===== config.mk =====
export PLATFORM = sky130hd
export DESIGN_NAME = decode_stage
export DESIGN_NICKNAME = d
export VERILOG_FILES = /design/src/rtl/decode_stage.sv
export SDC_FILE = /design/constraint.sdc
export NUM_CORES = 1
export LEC_CHECK = 0
export ABC_CLOCK_PERIOD_IN_PS = 5800
export BUFFER_PORTS_ARGS = -buffer_cell sky130_fd_sc_hd__buf_2
export CAP_MARGIN = 20
export CORE_MARGIN = 4
export CORE_UTILIZATION = 46
export CTS_CLUSTER_SIZE = 8
export DETAILED_ROUTE_END_ITERATION = 8
export PLACE_DENSITY = 0.69
export SYNTH_ARGS = -nofsm -noshare
export SYNTH_HDL_FRONTEND = slang
export SYNTH_SLANG_ARGS = --single-unit

===== constraint.sdc =====
create_clock -name clk -period 5.8 [get_ports clk]
set_clock_uncertainty 0.05 [all_clocks]
set_input_delay 0.87 -clock clk [delete_from_list [all_inputs] [get_ports clk]]
set_output_delay 0.87 -clock clk [all_outputs]
set_load 0.005 [all_outputs]

===== src/rtl/decode_stage.sv =====
// decode_stage: RV32I decode pipeline stage feeding the ALU.
// Decodes a fetched instruction together with its PC and register-file read
// data into an ALU control code, two operands, an immediate and
// writeback/branch/jump flags. Upstream and downstream are valid/ready
// handshakes; one output register plus one skid register decouple them.
// Optional feature macro: DECODE_ILLEGAL_TRAP_EN
//   defined   - illegal instructions raise out_illegal and stall intake until flush
//   undefined - out_illegal stays 0, illegal instructions become NOPs, no stall
module decode_stage #(
  parameter int XLEN           = 32,
  parameter bit NOP_ON_ILLEGAL = 1'b1
) (
  input  logic            clk,
  input  logic            rst_n,
  input  logic            flush,
  input  logic            in_valid,
  output logic            in_ready,
  input  logic [31:0]     in_instr,
  input  logic [XLEN-1:0] in_pc,
  input  logic [XLEN-1:0] in_rs1_data,
  input  logic [XLEN-1:0] in_rs2_data,
  output logic            out_valid,
  input  logic            out_ready,
  output logic [3:0]      out_alu_control,
  output logic [XLEN-1:0] out_operand_a,
  output logic [XLEN-1:0] out_operand_b,
  output logic [XLEN-1:0] out_imm,
  output logic [XLEN-1:0] out_pc,
  output logic [4:0]      out_rd,
  output logic            out_reg_write,
  output logic            out_is_branch,
  output logic            out_is_jump,
  output logic            out_illegal
);

  // ALU control encoding shared with the execute stage
  localparam logic [3:0] ALU_ADD  = 4'h0;
  localparam logic [3:0] ALU_SUB  = 4'h1;
  localparam logic [3:0] ALU_AND  = 4'h2;
  localparam logic [3:0] ALU_OR   = 4'h3;
  localparam logic [3:0] ALU_XOR  = 4'h4;
  localparam logic [3:0] ALU_SLL  = 4'h5;
  localparam logic [3:0] ALU_SRL  = 4'h6;
  localparam logic [3:0] ALU_SRA  = 4'h7;
  localparam logic [3:0] ALU_SLT  = 4'h8;
  localparam logic [3:0] ALU_SLTU = 4'h9;
  localparam logic [3:0] ALU_BEQ  = 4'hA;
  localparam logic [3:0] ALU_BNE  = 4'hB;
  localparam logic [3:0] ALU_BLT  = 4'hC;
  localparam logic [3:0] ALU_BGE  = 4'hD;
  localparam logic [3:0] ALU_BLTU = 4'hE;
  localparam logic [3:0] ALU_BGEU = 4'hF;

  // RV32I major opcodes
  localparam logic [6:0] OPC_OP     = 7'b0110011;
  localparam logic [6:0] OPC_OP_IMM = 7'b0010011;
  localparam logic [6:0] OPC_LOAD   = 7'b0000011;
  localparam logic [6:0] OPC_STORE  = 7'b0100011;
  localparam logic [6:0] OPC_BRANCH = 7'b1100011;
  localparam logic [6:0] OPC_LUI    = 7'b0110111;
  localparam logic [6:0] OPC_AUIPC  = 7'b0010111;
  localparam logic [6:0] OPC_JAL    = 7'b1101111;
  localparam logic [6:0] OPC_JALR   = 7'b1100111;

  // Everything the execute stage needs for one instruction
  typedef struct packed {
    logic [3:0]      ctrl;
    logic [XLEN-1:0] a;
    logic [XLEN-1:0] b;
    logic [XLEN-1:0] imm;
    logic [XLEN-1:0] pc;
    logic [4:0]      rd;
    logic            reg_write;
    logic            is_branch;
    logic            is_jump;
    logic            illegal;
  } dec_t;

  // funct3 -> ALU op for OP / OP-IMM; alt selects SUB (register form only) or SRA
  function automatic logic [3:0] alu_op(input logic [2:0] f3, input logic alt,
                                        input logic is_reg);
    logic [3:0] op;
    case (f3)
      3'b000:  op = (is_reg && alt) ? ALU_SUB : ALU_ADD;
      3'b001:  op = ALU_SLL;
      3'b010:  op = ALU_SLT;
      3'b011:  op = ALU_SLTU;
      3'b100:  op = ALU_XOR;
      3'b101:  op = alt ? ALU_SRA : ALU_SRL;
      3'b110:  op = ALU_OR;
      default: op = ALU_AND;
    endcase
    return op;
  endfunction

  // Full instruction decode; illegal encodings collapse to a NOP bubble
  function automatic dec_t decode(input logic [31:0] instr, input logic [XLEN-1:0] pc,
                                  input logic [XLEN-1:0] rs1, input logic [XLEN-1:0] rs2);
    dec_t            d;
    logic [6:0]      opcode;
    logic [2:0]      f3;
    logic            bad;
    logic [XLEN-1:0] imm_i;
    logic [XLEN-1:0] imm_s;
    logic [XLEN-1:0] imm_b;
    logic [XLEN-1:0] imm_u;
    logic [XLEN-1:0] imm_j;
    logic [XLEN-1:0] shamt;

    opcode = instr[6:0];
    f3     = instr[14:12];
    bad    = 1'b0;
    imm_i  = {{20{instr[31]}}, instr[31:20]};
    imm_s  = {{20{instr[31]}}, instr[31:25], instr[11:7]};
    imm_b  = {{19{instr[31]}}, instr[31], instr[7], instr[30:25], instr[11:8], 1'b0};
    imm_u  = {instr[31:12], 12'b0};
    imm_j  = {{11{instr[31]}}, instr[31], instr[19:12], instr[20], instr[30:21], 1'b0};
    // Shift immediates carry only the 5-bit shamt; bit 30 is the SRA selector
    shamt  = {27'b0, instr[24:20]};

    d      = '0;
    d.pc   = pc;
    d.ctrl = ALU_ADD;

    case (opcode)
      OPC_OP: begin
        d.ctrl      = alu_op(f3, instr[30], 1'b1);
        d.a         = rs1;
        d.b         = rs2;
        d.rd        = instr[11:7];
        d.reg_write = 1'b1;
`ifdef DECODE_ILLEGAL_TRAP_EN
        if (instr[31:25] != 7'b0000000 && instr[31:25] != 7'b0100000) bad = 1'b1;
`endif
      end
      OPC_OP_IMM: begin
        d.ctrl      = alu_op(f3, instr[30], 1'b0);
        d.a         = rs1;
        d.b         = (f3 == 3'b001 || f3 == 3'b101) ? shamt : imm_i;
        d.imm       = imm_i;
        d.rd        = instr[11:7];
        d.reg_write = 1'b1;
      end
      OPC_LOAD: begin
        d.a         = rs1;
        d.b         = imm_i;
        d.imm       = imm_i;
        d.rd        = instr[11:7];
        d.reg_write = 1'b1;
      end
      OPC_STORE: begin
        d.a   = rs1;
        d.b   = imm_s;
        d.imm = imm_s;
      end
      OPC_BRANCH: begin
        d.a         = rs1;
        d.b         = rs2;
        d.imm       = imm_b;
        d.is_branch = 1'b1;
        case (f3)
          3'b000:  d.ctrl = ALU_BEQ;
          3'b001:  d.ctrl = ALU_BNE;
          3'b100:  d.ctrl = ALU_BLT;
          3'b101:  d.ctrl = ALU_BGE;
          3'b110:  d.ctrl = ALU_BLTU;
          3'b111:  d.ctrl = ALU_BGEU;
          default: bad    = 1'b1;
        endcase
      end
      OPC_LUI: begin
        d.b         = imm_u;
        d.imm       = imm_u;
        d.rd        = instr[11:7];
        d.reg_write = 1'b1;
      end
      OPC_AUIPC: begin
        d.a         = pc;
        d.b         = imm_u;
        d.imm       = imm_u;
        d.rd        = instr[11:7];
        d.reg_write = 1'b1;
      end
      OPC_JAL: begin
        d.a         = pc;
        d.b         = 32'd4;
        d.imm       = imm_j;
        d.rd        = instr[11:7];
        d.reg_write = 1'b1;
        d.is_jump   = 1'b1;
      end
      OPC_JALR: begin
        d.a         = pc;
        d.b         = 32'd4;
        d.imm       = imm_i;
        d.rd        = instr[11:7];
        d.reg_write = 1'b1;
        d.is_jump   = 1'b1;
      end
      default: bad = 1'b1;
    endcase

    // An illegal instruction never writes back, branches or jumps
    if (bad) begin
      if (NOP_ON_ILLEGAL) begin
        d.ctrl = ALU_ADD;
        d.a    = '0;
        d.b    = '0;
        d.imm  = '0;
        d.rd   = '0;
      end
      d.reg_write = 1'b0;
      d.is_branch = 1'b0;
      d.is_jump   = 1'b0;
`ifdef DECODE_ILLEGAL_TRAP_EN
      d.illegal   = 1'b1;
`endif
    end

    // x0 is hard-wired to zero, so a write to it is dropped here
    if (d.rd == 5'd0) d.reg_write = 1'b0;
    return d;
  endfunction

  dec_t dec_p0;
  dec_t out_p1;
  dec_t skid_p1;
  logic vld_p1;
  logic skid_vld_p1;
  logic in_fire;
  logic out_free;

  // ---- stage p0: combinational decode of the incoming instruction ----
  // Decode the upstream bundle every cycle; it is only captured on acceptance
  always_comb begin
    dec_p0 = decode(in_instr, in_pc, in_rs1_data, in_rs2_data);
  end

`ifdef DECODE_ILLEGAL_TRAP_EN
  logic trap_hold;

  // Once an illegal instruction has been accepted, hold off intake until flush
  always_ff @(posedge clk or negedge rst_n) begin
    if (!rst_n) begin
      trap_hold <= 1'b0;
    end else if (flush) begin
      trap_hold <= 1'b0;
    end else if (in_fire && dec_p0.illegal) begin
      trap_hold <= 1'b1;
    end
  end

  assign in_ready = !skid_vld_p1 && !trap_hold;
`else
  assign in_ready = !skid_vld_p1;
`endif

  assign in_fire  = in_valid && in_ready;
  // Output register can take new content when empty or being drained this cycle
  assign out_free = !vld_p1 || out_ready;

  // ---- stage p1: output register and skid register ----
  // Valid bookkeeping: skid refills the output first, so program order holds
  always_ff @(posedge clk or negedge rst_n) begin
    if (!rst_n) begin
      vld_p1      <= 1'b0;
      skid_vld_p1 <= 1'b0;
    end else if (flush) begin
      vld_p1      <= 1'b0;
      skid_vld_p1 <= 1'b0;
    end else if (out_free) begin
      if (skid_vld_p1) begin
        vld_p1      <= 1'b1;
        skid_vld_p1 <= 1'b0;
      end else begin
        vld_p1      <= in_fire;
      end
    end else if (in_fire) begin
      skid_vld_p1 <= 1'b1;
    end
  end

  // Output data: load from skid if occupied, else straight from the decoder
  always_ff @(posedge clk or negedge rst_n) begin
    if (!rst_n) begin
      out_p1 <= '0;
    end else if (!flush && out_free) begin
      if (skid_vld_p1) begin
        out_p1 <= skid_p1;
      end else if (in_fire) begin
        out_p1 <= dec_p0;
      end
    end
  end

  // Skid data: captures an accepted instruction while the output is stalled
  always_ff @(posedge clk or negedge rst_n) begin
    if (!rst_n) begin
      skid_p1 <= '0;
    end else if (!flush && !out_free && in_fire) begin
      skid_p1 <= dec_p0;
    end
  end

  assign out_valid       = vld_p1;
  assign out_alu_control = out_p1.ctrl;
  assign out_operand_a   = out_p1.a;
  assign out_operand_b   = out_p1.b;
  assign out_imm         = out_p1.imm;
  assign out_pc          = out_p1.pc;
  assign out_rd          = out_p1.rd;
  assign out_reg_write   = out_p1.reg_write;
  assign out_is_branch   = out_p1.is_branch;
  assign out_is_jump     = out_p1.is_jump;
  assign out_illegal     = out_p1.illegal;

endmodule


# Word level (Yosys, flattened, before mapping)
# Cells that the tools add are included.
# totals
in_bits	133
register_bits	283
# op_classes
mux	26
n_reduce_logical	25
eq_ne	16
# ops
op	n
141-bit 2-to-1 mux	2
32-bit case mux with 6 select lines	1
32-bit case mux with 5 select lines	1
100-bit 2-to-1 mux	1
32-bit case mux with 2 select lines	1
4-bit case mux with 7 select lines	2
32-bit 2-to-1 mux	1
4-bit case mux with 6 select lines	1
7-bit by 6-bit == test with 1-bit output (second input constant)	3
7-bit == test (second input constant)	3
7-bit by 5-bit == test with 1-bit output (second input constant)	2
3-bit == test (second input constant)	4
1-bit 2-to-1 mux	12
4-bit case mux with 3 select lines	1
8-bit 2-to-1 mux	1
8-bit OR reduction	1
7-bit by 2-bit == test with 1-bit output (second input constant)	1
7-bit OR reduction	1
3-bit by 2-bit == test with 1-bit output (second input constant)	2
6-bit 2-to-1 mux	1
2-bit OR reduction	3
3-bit OR reduction	2
6-bit OR reduction	1
5-bit zero test	1
10 further kinds	18

# Longest topological paths before layout
# Gate-level depths: netlist (run 1).
# depth
depth_word	9
depth_mapped	9
mapped_depth_nobuf	7

# Least setup slack after synthesis (run 1)
# No wires, ideal clock.
# synth_timing
kind	input to register
startpoint	input port in_instr[14]
endpoint	register out_p1 (netlist bit out_imm[28])
setup_ps	76
path_stages	8
path_slack_ps	3359
t_arrival_ps	2315
path_buffers	1
cell_sequence	inv_1 ha_1 or3b_1 a21boi_1 a211oi_1 buf_2 o21a_1 o21ai_1
# synth_via
elab_chain_len	7
# synth_lines
item	line_no	source
from (decl)	18	input logic [31:0] in_instr,
3-bit by 1-bit == test with 1-bit output (tied with other cells)	161	case (f3)
6-bit OR reduction (no line) *	n/a	
1-bit 2-to-1 mux *	161	
1-bit case mux with 2 select lines *	125	case (opcode)
100-bit 2-to-1 mux *	204	if (bad) begin
141-bit 2-to-1 mux *	290	end else if (in_fire) begin
141-bit 2-to-1 mux *	288	if (skid_vld_p1) begin
to (signal assigned)	289	out_p1 <= skid_p1;
to (signal assigned)	291	out_p1 <= dec_p0;
to (decl)	226	dec_t out_p1;
# Mark *: on every way between the ends. The rest lies on a longest branch, timed or not. The select of a mux whose other input is x is not followed.
# A chain may end at the register's enable or synchronous reset.

# Worst setup path in the final report (run 1)
# layout_timing
startpoint	register skid_vld_p1
endpoint	output port in_ready
# layout_via
elab_chain_len	1
# layout_lines
item	line_no	source
from (decl)	229	logic skid_vld_p1;
from (signal assigned)	267	skid_vld_p1 <= 1'b0;
from (signal assigned)	270	skid_vld_p1 <= 1'b0;
from (signal assigned)	274	skid_vld_p1 <= 1'b0;
1-bit zero test	255	assign in_ready = !skid_vld_p1;
to (decl)	17	output logic in_ready,
# No other way between the ends.

==> results.cfg, run 1 <==
[outcome]
outcome = completed

[floorplan]
die_w_um = 178
row_count = 62
die_y_um = 178
dieArea_um2 = 31800
core_um2 = 28600
ioPinCount = 276
initial_core_util = 0.466

[place]
detailed_place_hpwl_mm = 26.5
place_congestion = 0.824
port_buffers = 274
pre_cts_ws_ns = 1.59

[sta]
fin_crit_sh = 0.782
fmax_mhz = 221
setup_viol = 0
grt_setup_unrepaired = no
maxSlewViolCount = 0
hold_viol = 0
timing.setup.tns_ns = 0
fin_ws_ns = 1.27
worstMarginPinSlew_ns = 1.18
fin_crit_ns = 4.53
slew_headroom = 0.215

[yosys]
syn_area_per_cell_um2 = 9.22
synth-async-reset-ratio = 1.00
synth-seq-area-share = 0.529
synth_ff_type = dfrtp_1
synth_warnings = 0
syn_inst = 1447
synth_nets = 1584
synth_top_area_share = 0.529
synth.distinct_cells = 63
syn_area_um2 = 13300
synth_area_leaders = dfrtp_1, nand2_1, a21oi_1
yosys_register_bits = 282
synth-edff-count = 0
synth_top_cell_by_area = dfrtp_1

[clock_network]
clk_pin_slew_ns = 0.05
clk_latency_ns = 0.53
cts_buffers = 41
htree_levels = 2
cts_resized = 0
cts-root-buf = clkbuf_16
clockBufferDepth = 3
cts_tree = yes
cts_setup_buffers = 0
cts_hold_buf = 0
cts_sinks = 282

[finish]
syn2layout_area_growth_pct = 19.9
multi_input_area_um2 = 5750
utilization = 0.559
drive_above_1_share = 0.226
seq_area_um2 = 7060
fill_cells = 2585
fin_nets = 1794

[power]
irDropWorstVdd_v = 0.000208
p_leak_nw = 7.32
power.density_nw_per_um2 = 319

[routing]
dr_wl_met3_mm = 3.01
wl_met2_mm = 18.7
wl_met1_mm = 18.3
wl_mm = 41.2
num_vias = 11900
drcViolationCount = 0
ant_nets = 0
avgViaCountPerCell = 5.79
wl_per_cell_um = 20.1
initialDrtViolationCount = 1129
top_layer = met5
drtPass1Iterations = 5

[global_routing]
grtUsageTotal = 0.254
grt_pass1_vias = 11300
grt_max_degree = 120
antenna_found_initial = 6
grt-ovfl-total = 0
grt_pass1_wl_mm = 64.3

[setup_path]
worst-path-buf-inv = 4
max_stage_delay_ns = 1.08
worstSetupPathType = register to primary output
start_kind = register
endpoint_kind = primary output
timing.rr.start = skid_vld_p1
cp_top_family = buffers and inverters
r2r_cells = 6
slowest_stage = dfrtp_4
r2r_setup_slack_ns = 1.52
required_ns = 4.88
crit_arrival_ns = 3.61
crit_top_cell = buf_4
worstPathCellList = buf_4, clkinv_1, buf_4, buf_2
critical_path.max_fanout = 93
rr_endpoint = out_operand_a[29]

[flow_run]
maxCapViolations = 0

[hold_path]
hp-class = primary input to asynchronous set/reset pin
==> layout by cell type (no fill, tap or decap), drive strengths merged, types with 9 or more instances in the layout <==
cell     netlist  layout
buf           40     292
nand2        291     291
dfrtp        282     282
o21ai        130     130
nor2         116     116
a21oi         88      88
nand3         69      69
o22ai         48      48
clkbuf        86      44
a22oi         41      41
mux2i         38      38
a31oi         31      31
o2bb2ai       26      26
o211ai        23      23
o31ai         19      19
o21a          14      14
and3          13      13
a221oi        10      10
inv            6       9
==> metal layers <==
| metal | up-vias | track usage |
|---|---|---|
| li1 | 5531 | - |
| met1 | 5763 | 0.375 |
| met2 | 497 | 0.377 |
| met3 | 77 | 0.0502 |
| met4 | 2 | 0.0860 |
| met5 | - | 0 |
==> flip-flops by register name, summed over array words and instances, names as in the netlist <==
name,flops
out_alu_control,4
out_imm,32
out_is_branch,1
out_is_jump,1
out_operand_a,32
out_operand_b,32
out_pc,32
out_rd,5
out_reg_write,1
out_valid,1
skid_p1,140
skid_vld_p1,1
==> logic make-up (layout without fill, tap and decap cells) <==
family                     Yosys count  count (layout)  synth area share
buffers and inverters              133             347            0.0427
and+or+nand+nor                    531             531             0.170
xor gates and xnor gates             1               1          0.000657
other                                1               6          0.000281
DFF                                282             282             0.529
muxes                               44              44            0.0336
AOI/OAI and AO/OA                  451             451             0.220
adders and majority gates            4               4           0.00375
==> power breakdown <==
| part | total [mW] | switching [mW] | internal, mW | leakage (nW) |
|---|---|---|---|---|
| Sequential | 2.34 | 0.133 | 2.20 | 3.64 |
| Combinational | 0.673 | 0.396 | 0.277 | 3.16 |
| Clock | 2.09 | 0.835 | 1.25 | 0.527 |
| Total | 5.10 | 1.36 | 3.73 | 7.32 |
==> how the worst max path moves through the flow <==
| stage | cells after the start | slack (ns) | from | end |
|---|---|---|---|---|
| detailed placement | 6 | 1.59 | skid_vld_p1 | out_operand_a[23] |
| global route | 4 | 1.09 | skid_vld_p1 | in_ready |
| finish | 4 | 1.27 | skid_vld_p1 | in_ready |
| floorplan | 8 | 3.36 | in_instr[14] | out_imm[28] |
| global placement | 6 | 1.68 | skid_vld_p1 | out_operand_a[31] |
| CTS | 4 | 1.31 | skid_vld_p1 | in_ready |
==> cell type report <==
type	instances	share of cell area
sequential	282	0.441
multi-input combinational	1032	0.359
timing repair buffer	293	0.0992
clock buffer	43	0.0646
tap	384	0.0300
clock inverter	4	0.00282
inverter	7	0.00164
antenna	5	0.000782
==> worst register-to-register path: stages (launching register included) <==
cell and delay [ns]:
dfrtp_4 1.08, nor2_1 0.28, or3_4 0.75, nor2_4 0.88, nand2_1 0.49, buf_4 0.40
o22ai_1 0.24
==> per-stage QoR <==
stage	power, mW	instance area [um^2]	hold slack (ns)	instances
2_1_floorplan	2.68	13300	0.392	1447
3_3_place_gp	3.01	14900	0.406	1996
3_5_place_dp	3.03	14900	0.412	1996
4_1_cts	5.13	15900	0.424	2043
5_1_grt	5.34	16000	0.437	2050
6_report	5.10	16000	0.338	2050
==> synthesized netlist by cell type (all sizes together) (7+ instances only) <==
library cell and number:
nand2 291, dfrtp 282, o21ai 130, nor2 116
a21oi 88, clkbuf 86, nand3 69, o22ai 48
a22oi 41, buf 40, mux2i 38, a31oi 31
o2bb2ai 26, o211ai 23, o31ai 19, o21a 14
and3 13, a221oi 10, and2 8, nor3b 7
or3 7
(Power assumes the default switching activity.)
==> inputs of run 2 (changes only) <==
ABC_CLOCK_PERIOD_IN_PS = 3790   (was 5800)
PLACE_DENSITY = 0.72   (was 0.69)
clock period = 3.79 ns   (was 5.8 ns; I/O delays follow)
==> run 2 against run 1 <==
Critical path depth is 2 lower. Global-route usage is 0.35 points lower. Combinational power is 55% higher. Worst hold slack worse by 0.30 ns. First-iteration DRC count is 0.18% higher. Non-clock buffer count is 10 higher. Wire length is 0.51% higher. Sequential power is 53% higher. Clock power is 56% higher. Final cell count is 0.49% higher. Register-to-register slack worse by 0.36 ns. Largest power group unchanged.
==> results.cfg, run 2 (synthesized netlist as in run 1, its figures left out) <==
[routing]
avgViaCountPerCell = 5.95
drcViolationCount = 0
ant_nets = 0
num_vias = 12300
wl_mm = 41.4
wl_per_cell_um = 20.1
drtPass1Iterations = 7
initialDrtViolationCount = 1131

[clock_network]
cts_sinks = 282
clk_pin_slew_ns = 0.05
htree_levels = 2
cts_setup_buffers = 0
clockBufferDepth = 3
clk_latency_ns = 0.53
cts-root-buf = clkbuf_16
cts_tree = yes
cts_hold_buf = 0
cts_buffers = 41
cts_resized = 0

[power]
pwr-share-clk = 0.415
p_leak_nw = 7.39
comb_power_share = 0.132
irDropWorstVdd_v = 0.000263
p_sw_mw = 2.08
power.density_nw_per_um2 = 489
sequentialPowerShare = 0.453
netSwitchingFraction = 0.265
finalPower_mw = 7.88
p_int_mw = 5.79

[hold_path]
hp-class = primary input to asynchronous set/reset pin

[finish]
fin_nets = 1804
drive_above_1_share = 0.230
regMostFlops = skid_p1
layout_commonest_cell = nand2_1
utilization = 0.563
syn2layout_area_growth_pct = 20.7
final_cell_mix = nand2_1, dfrtp_1, buf_2, nor2_1, a21oi_1
largest_register_ffs = 140
final_cells = 2060

[global_routing]
antenna_found_initial = 6
grtUsageTotal = 0.251
grt_max_degree = 139
grt_pass1_wl_mm = 64.0
grt-ovfl-total = 0
grt_pass1_vias = 11600

[setup_path]
worstPathCellList = clkinv_1, buf_2
crit_arrival_ns = 2.12
worstSetupPathType = register to primary output
max_stage_delay_ns = 0.64
slowest_stage = dfrtp_4
start_kind = register
endpoint_kind = primary output
required_ns = 3.17
critical_path.max_fanout = 21

[floorplan]
dieArea_um2 = 31800
initial_core_util = 0.466
core_um2 = 28600
die_y_um = 178
ioPinCount = 276
row_count = 62
die_w_um = 178

[outcome]
outcome = completed

[sta]
fin_crit_ns = 2.74
maxSlewViolCount = 0
fmax_mhz = 365
fin_ws_ns = 1.05
grt_setup_unrepaired = no
timing.setup.tns_ns = 0
hold_viol = 0
fin_crit_sh = 0.722
worstMarginPinSlew_ns = 0.869
setup_viol = 0
slew_headroom = 0.419

[place]
place_congestion = 0.903
port_buffers = 274
dp.cells = 2008
pre_cts_ws_ns = 0.852
detailed_place_hpwl_mm = 26.3

[flow_run]
maxCapViolations = 0
run 2: cell types whose count changed in the layout (fill, tap and decap cells not counted):
cell / delta
buf_12: +4
buf_16: -1
buf_4: +8
bufinv_16: +1
clkbuf_1: +1
clkbuf_16: -1
clkinvlp_4: -1
diode_2: -1
run 2: metal layers:
metal  global-route usage  wire length (um)  vias to the layer above
li1                     -                 -                     5555
met1                0.354             17300                     6025
met2                0.387             19300                      579
met3               0.0435              3300                       98
met4               0.0998              1460                        4
met5                    0                26                        -
run 2: path summary, 6_finish.rpt:
| check | slack, ns | from | to | depth (start not counted) |
|---|---|---|---|---|
| max in group asynchronous | 2.69 | rst_n | out_operand_b[15] | 2 |
| min | 0.04 | rst_n | out_pc[18] | 1 |
| min in group clk | 0.22 | in_pc[17] | skid_p1[26] | 3 |
| min reg2reg | 0.42 | skid_p1[23] | skid_p1[23] | 2 |
| max | 1.05 | skid_vld_p1 | in_ready | 2 |
| max reg2reg | 1.16 | skid_vld_p1 | out_operand_b[13] | 4 |
run 2: area by class of cell:
type                            count  area [um^2]
Fill cell                        2566        12500
Sequential cell                   282         7060
Multi-Input combinational cell   1032         5750
Timing Repair Buffer              303         1670
Clock buffer                       44         1040
Tap cell                          384          480
Clock inverter                      4         67.6
Inverter                            7         26.3
Antenna cell                        4         10.0
run 2: power groups by stage:
stage	Sequential (mW)	Combinational, mW	Clock (mW)
after floorplan	3.59	0.519	0
after global placement	3.60	1.01	0
after detailed placement	3.61	1.04	0
after CTS	3.57	1.05	3.32
after global routing	3.61	1.17	3.44
final	3.57	1.04	3.26
run 2: worst max-delay path, delay by kind of cell (launching register included):
| family | cells | cell delay [ns] |
|---|---|---|
| flip-flops | 1 | 0.64 |
| buffers and inverters | 2 | 0.95 |
run 2: stage by stage:
step	hold WS [ns]	cell area, um^2
final	0.0374	16100
after CTS	0.0671	16100
after detailed placement	0.412	15000
after global routing	0.0754	16100
after global placement	0.407	15000
after floorplan	0.223	13300
